`config.mk`:
```
export PLATFORM = sky130hd
export DESIGN_NAME = xbus_arbiter
export DESIGN_NICKNAME = d
export VERILOG_FILES = /design/src/rtl/xbus_arbiter.sv
export SDC_FILE = /design/constraint.sdc
export NUM_CORES = 1
export LEC_CHECK = 0
export ABC_CLOCK_PERIOD_IN_PS = 7500
export BUFFER_PORTS_ARGS = -buffer_cell sky130_fd_sc_hd__buf_2
export CORE_ASPECT_RATIO = 1.2
export CORE_MARGIN = 5
export CORE_UTILIZATION = 55
export CTS_BUF_LIST = sky130_fd_sc_hd__clkbuf_16
export DETAILED_ROUTE_END_ITERATION = 6
export GPL_ROUTABILITY_DRIVEN = 0
export PLACE_DENSITY = 0.76
export SLEW_MARGIN = 5
export SYNTH_ARGS = -nofsm -noshare
export SYNTH_HDL_FRONTEND = slang
export SYNTH_SLANG_ARGS = --single-unit
```
`constraint.sdc`:
```
create_clock -name sig_clock -period 7.5 [get_ports sig_clock]
set_clock_uncertainty 0.15 [all_clocks]
set_input_delay 1.5 -clock sig_clock [delete_from_list [all_inputs] [get_ports sig_clock]]
set_output_delay 1.5 -clock sig_clock [all_outputs]
set_load 0.02 [all_outputs]
```
`src/rtl/xbus_arbiter.sv`:
```
// xbus_arbiter: XBus round-robin arbiter and address/data phase sequencer.
// Optional sig_wait watchdog compiled in with XBUS_ARB_WATCHDOG_EN.
module xbus_arbiter #(
  parameter int NUM_MASTERS     = 16,
  parameter int MAX_WAIT_CYCLES = 16
) (
  input  logic        sig_clock,
  input  logic        sig_reset,
  input  logic [15:0] sig_request,
  input  logic        sig_read,
  input  logic        sig_write,
  input  logic        sig_bip,
  input  logic        sig_wait,
  input  logic        sig_error,
  output logic        sig_start,
  output logic [15:0] sig_grant,
  output logic [3:0]  grant_id,
  output logic        busy,
  output logic        timeout
);
  typedef enum logic [1:0] {RST_IDLE, ARB, ADDR, DATA} state_t;
  localparam logic [15:0] MASK = 16'((33'd1 << NUM_MASTERS) - 33'd1);
  state_t      r_state;
  logic [3:0]  r_ptr;
  logic [3:0]  w_win;
  logic [4:0]  w_k;
  logic [15:0] w_req;
  logic        w_done;
  logic        w_to;
  assign w_req  = sig_request & MASK;
  assign w_done = !sig_wait && (sig_error || !sig_bip);
  // Scan downward so the last hit is the first requester after the pointer.
  always_comb begin
    w_win = r_ptr;
    w_k   = 5'd0;
    for (int i = NUM_MASTERS; i >= 1; i--) begin
      w_k   = {1'b0, r_ptr} + 5'(i);
      w_k   = (w_k >= 5'(NUM_MASTERS)) ? w_k - 5'(NUM_MASTERS) : w_k;
      w_win = w_req[w_k[3:0]] ? w_k[3:0] : w_win;
    end
  end
`ifdef XBUS_ARB_WATCHDOG_EN
  localparam int WW = $clog2(MAX_WAIT_CYCLES + 1);
  logic [WW-1:0] r_wcnt;
  assign w_to = (r_state == DATA) && sig_wait && (r_wcnt == WW'(MAX_WAIT_CYCLES - 1));
  always_ff @(posedge sig_clock or posedge sig_reset) begin
    if (sig_reset) r_wcnt <= '0;
    else r_wcnt <= (r_state == DATA && sig_wait && !w_to) ? r_wcnt + WW'(1) : '0;
  end
`else
  // Watchdog absent: constant 0, still referencing its limit parameter.
  assign w_to = (MAX_WAIT_CYCLES < 0);
`endif
  always_ff @(posedge sig_clock or posedge sig_reset) begin
    if (sig_reset) begin
      r_state   <= RST_IDLE;
      r_ptr     <= 4'(NUM_MASTERS - 1);
      sig_start <= 1'b0;
      sig_grant <= '0;
      grant_id  <= '0;
      busy      <= 1'b0;
      timeout   <= 1'b0;
    end else begin
      timeout <= w_to;
      case (r_state)
        RST_IDLE: begin
          r_state   <= ARB;
          sig_start <= 1'b1;
        end
        ARB: if (|w_req) begin
          r_state   <= ADDR;
          r_ptr     <= w_win;
          grant_id  <= w_win;
          sig_grant <= 16'd1 << w_win;
          sig_start <= 1'b0;
          busy      <= 1'b1;
        end
        ADDR: begin
          sig_grant <= '0;
          if (sig_read || sig_write) r_state <= DATA;
          else begin
            r_state   <= ARB;
            sig_start <= 1'b1;
            busy      <= 1'b0;
          end
        end
        DATA: if (w_done || w_to) begin
          r_state   <= ARB;
          sig_start <= 1'b1;
          busy      <= 1'b0;
        end
        default: r_state <= RST_IDLE;
      endcase
    end
  end
endmodule

```
## Yosys cells after proc, flatten, opt, wreduce, memory -nomap -nowiden

Cells that the tools add are included.

- Add/sub/neg operators: 32
- Magnitude comparators: 32
- Div/mod/pow operators: 0
- Equality and inequality tests: 6
- Shifts and indexed selects: 1
- Bitwise logic cells: 0
- Multipliers: 0
- Reduce and logical (&&, ||, !) cells: 14
- Muxes and demuxes: 78

Operators by type and width:

| cell | count |
|---|---|
| $mux 4 | 32 |
| $ge 5x5->1 const B | 16 |
| $lt 4x5->1 const B | 16 |
| $bmux 1 s4 | 16 |
| $sub 4x1->4 const B | 16 |
| $add 4x4->5 const B | 8 |
| $pmux 16 s2 | 1 |
| $mux 1 | 22 |
| $add 4x3->5 const B | 4 |
| $mux 16 | 1 |
| $reduce_or 16->1 | 1 |
| $shl 1x4->16 const A | 1 |
| $add 4x2->5 const B | 2 |
| $pmux 2 s4 | 1 |
| $mux 2 | 3 |
| $ne 2x2->1 const B | 3 |
| $reduce_and 2->1 | 3 |
| $add 4x1->5 const B | 1 |
| $add 4x5->5 const B | 1 |
| $eq 2x2->1 const B | 2 |
| $pmux 1 s4 | 1 |
| $reduce_and 4->1 | 1 |
| $pmux 1 s3 | 1 |
| $reduce_and 3->1 | 1 |
| 7 further kinds | 9 |

- ROM bits: 0
- Bits of input ports: 23
- Logic and storage cells: 169
- Memory bits (writable): 0
- Memories: 0
- Output and inout port bits: 23
- Bits in latches: 0
- Bits in registers: 28

## Depth between registers and ports, before layout

- Depth in word-level cells: 24
- Depth in mapped cells: 14
- Gate-level depth less buffers: 10

## Least setup slack after synthesis

No wires, ideal clock.

- Path type: input -> register
- Start point: input sig_request[10]
- End point: register sig_grant[0]
- Data required time: 7.240 ns
- Setup slack: 3.184 ns
- Arrival: 4.056 ns
- Cell stages on the path: 9
- Setup time: 0.110 ns
- Buffers on the path: 1
- Cells stage by stage: mux4_1 mux2i_4 mux2i_1 or2_1 or4_4 and4_4 or3_1 buf_6 o41ai_1

- Word-level cells in the longest chain between the ends: 21
- Elaborated cells on any way between the ends: 54
- Classes of those cells: eq/ne (1); shift (1); mux (50); reduce/logical (2)

Ends and longest elaborated chain:

| element | RTL line | source |
|---|---|---|
| start, declared | 9 | `input logic [15:0] sig_request,` |
| $bmux 1 s4 | 39 | `w_win = w_req[w_k[3:0]] ? w_k[3:0] : w_win;` |
| $mux 1 (not written as such) | 39 |  |
| $mux 4 (16 in a row) | 39 |  |
| $shl 1x4->16 | 74 | `sig_grant <= 16'd1 << w_win;` |
| $mux 16 | 70 | `ARB: if (\|w_req) begin` |
| $pmux 16 s2 | 65 | `case (r_state)` |
| end signal, assigned | 74 |  |
| end, declared | 16 | `output logic [15:0] sig_grant,` |

Parallel ways exist; a longest one is shown, timed or not. The select of a mux whose other input is x is not followed.
A chain may end at the register's enable or synchronous reset.

## Worst setup path in the final report

- Start point: register r_ptr[0]
- End point: register sig_grant[12]

- Word-level cells in the longest chain between the ends: 24
- Elaborated cells on any way between the ends: 115
- Classes of those cells: add/sub (32); order compare (16); shift (1); mux (66)

Ends and longest elaborated chain:

| element | RTL line | source |
|---|---|---|
| start, declared | 24 | `logic [3:0] r_ptr;` |
| start signal, assigned | 57 | `r_ptr <= 4'(NUM_MASTERS - 1);` |
| start signal, assigned | 72 | `r_ptr <= w_win;` |
| $add 4x5->5 | 37 | `w_k = {1'b0, r_ptr} + 5'(i);` |
| $sub 4x1->4 or $ge 5x5->1 (tied branches) | 38 | `w_k = (w_k >= 5'(NUM_MASTERS)) ? w_k - 5'(NUM_MASTERS) : w_k;` |
| $mux 4 | 38 |  |
| $bmux 1 s4 | 39 |  |
| $mux 1 (not written as such) | 39 |  |
| $mux 4 (15 in a row) | 39 |  |
| $mux 4 * | 39 |  |
| $shl 1x4->16 * | 74 |  |
| $mux 16 * | 70 |  |
| $pmux 16 s2 * | 65 |  |

Mark *: on every way between the ends. The rest lies on a longest branch, timed or not. The select of a mux whose other input is x is not followed.

==> run_results.csv <==
group,metric,value,unit
synth,synth.area.top_cells,"dfrtp_1 17%, mux4_2 15%, mux2i_1 8.6%",
synth,synth_top_area_frac,0.171,
timing,tightest_slew,1070,ps
worst_setup_path,critPathMaxStageDelay,1050,ps
synth,synth_most_common_cell,"nand2_1",
routing,wl_per_cell,21.7,um
synth,seq_area_frac_synth,0.202,
floorplanning,ioPinCount,46,
timing,rsz0062_at_grt,"false",
cts,clkSlewWorstSetupHoldPaths,70,ps
timing,hold_violations,0,
worst_setup_path,crit_arrival,5420,ps
worst_setup_path,crit_required,7500,ps
global_routing,gr-total-overflow,0,
synth,ys.flop_type,"dfrtp_1",
global_routing,grt_pass1_wl,16400,um
cts,clockBufferDepth,2,
synth,synth-seq-cells,28,
cts,cts_resized,0,
cts,cts_buffers,3,
global_routing,grt_pass1_vias,3212,
cts,ctsHoldBuffers,0,
synth,avgSynthCellArea,9.92,sq um
cts,clock_sinks,28,
placed_design,numPortBuffers,44,
layout,nNetsFinal,418,
worst_setup_path,path_max_fanout,31,
routing,dr_total_vias,3326,
timing,tns,0,ps
routing,drt-total-wl,10000,um
synth,synth_commonest_cells,"47 x nand2_1, 30 x mux2i_1, 24 x dfrtp_1",
cts,cts_tree,"built",
cts,clock_latency,260,ps
synth,syn_inst,353,
global_routing,grt_max_degree,32,
worst_setup_path,start_kind,"flip-flop",
worst_setup_path,crit_path_frequent_cell,"mux2_2",
timing,drv_slew,0,
synth,synth_top_cell_by_area,"dfrtp_1",
routing,initialDrtViolationCount,357,
cts,clockRootBuffer,"clkbuf_16",
floorplanning,dieArea,8070,sq um
floorplanning,die_y,97.4,um
global_routing,grt_antenna_before_repair,0,
floorplanning,rows,31,
timing,max_slew_margin,0.286,
synth,synth.cell_area,3500,sq um
cts,cts_htree_levels,1,
synth,synth.distinct_cells,67,
synth,ys_warn_count,0,
floorplanning,core-area,6130,sq um
floorplanning,die_width,82.8,um
run_status,outcome,"completed",
cts,cts_setup_buffers,0,
layout,area.growth.synth_to_final,8.75,%
routing,drcViolationCount,0,
placed_design,place_hpwl,7350,um
worst_setup_path,crit_slowest_cell,"dfstp_2",
job,maxCapViolations,0,
timing,fmax,185,MHz
timing,finalSetupViolCount,0,
timing,period_share,0.722,
synth,synth_edf_count,0,
global_routing,grt_usage,0.246,
layout,drive_gt1_frac,0.288,
worst_setup_path,end_kind,"flip-flop",
synth,synth_nets,388,
worst_setup_path,worstSetupPathType,"reg2reg",
synth,synth-async-reset-ratio,1.00,
worst_setup_path,crit_buf_inv,1,
routing,postRouteAntennaNets,0,
timing,post-route-min-period,5420,ps
floorplanning,initial_utilization,0.571,
routing,dr.pass1.iters,6,
worst_hold_path,hold_path.class,"reg2reg",
worst_setup_path,cp_top_family,"compound AO/OA/AOI/OAI gates",
worst_setup_path,worstPathCellList,"inv_2 -> ha_1 -> mux4_2 -> mux2_2 -> mux2_2 -> or3_1 -> o311ai_0 -> a22oi_1 -> o41ai_1",
layout,diodes,0,
routing,vias_per_cell,7.17,
-- kinds of logic after synthesis --
kind of cell | after synthesis | synth area share
and+or+nand+nor | 105 | 0.148
AOI/OAI and AO/OA | 88 | 0.189
muxes | 78 | 0.333
DFF | 28 | 0.202
buffers and inverters | 28 | 0.0443
xor gates and xnor gates | 13 | 0.0400
adders and majority gates | 12 | 0.0429
other | 1 | 0.00107
-- through the flow --
stage	area (sq um)	instances	hold slack (ps)	worst slack [ps]	util
2_1_floorplan	3500	353	349	3180	-
3_3_place_gp	3700	460	305	2390	0.604
3_5_place_dp	3700	460	305	2200	0.604
4_1_cts	3810	464	328	2210	0.621
5_1_grt	3810	464	353	1840	0.621
6_report	3810	464	327	2080	0.621
-- layout by cell type, fill, tap and decap left out, types with 8 or more instances in the layout --
cell | synthesis | layout
ha_1 | 12 | 12
mux4_2 | 23 | 23
nand2_1 | 47 | 47
a21oi_1 | 10 | 10
mux2i_1 | 30 | 30
dfrtp_1 | 24 | 24
xnor2_1 | 8 | 8
nor2_1 | 15 | 15
o41ai_1 | 18 | 18
buf_2 | 4 | 44
o21ai_0 | 9 | 9
mux2_2 | 20 | 20
-- state kept, by name, indices dropped and copies added (netlist names) --
signal / cells
sig_start: 1
r_state: 2
busy: 1
r_ptr: 4
sig_grant: 16
grant_id: 4
-- routing by layer --
metal  track usage  up-vias  wire length [um]
met5             0        -                 0
met4         0.119        0               427
met3        0.0204       42               776
met2         0.420      216              4960
met1         0.313     1605              3880
li1              -     1463                 -
-- final timing paths --
| kind | cells after the start | to | slack [ps] | from |
|---|---|---|---|---|
| max | 9 | sig_grant[12] | 2080 | r_ptr[0] |
| min | 2 | sig_grant[1] | 330 | sig_grant[1] |
| max reg2reg | 9 | sig_grant[12] | 2080 | r_ptr[0] |
| min reg2reg | 2 | sig_grant[1] | 330 | sig_grant[1] |
| max in group asynchronous | 2 | sig_grant[12] | 5210 | sig_reset |
| min in group asynchronous | 2 | grant_id[1] | 1350 | sig_reset |
-- area by class of cell --
class	instances	area, sq um
Multi-Input combinational cell	297	2640
Clock inverter	1	30.0
Inverter	9	33.8
Sequential cell	28	706
Tap cell	82	103
Timing Repair Buffer	44	220
Fill cell	530	2320
Clock buffer	3	75.1
-- worst register-to-register path: cells and delay by family, from the launching register on --
kind,cells,cell delay [ps]
adder cells (fa/ha/maj),1,890
flip-flops,1,1050
buffers and inverters,1,290
AO/OA/AOI/OAI,3,1380
multiplexers,3,1170
AND/OR/NAND/NOR,1,380
Power is left out: the tool's default activity adds up to more than one toggle a clock period on the data nets, which glitch-free logic cannot reach.
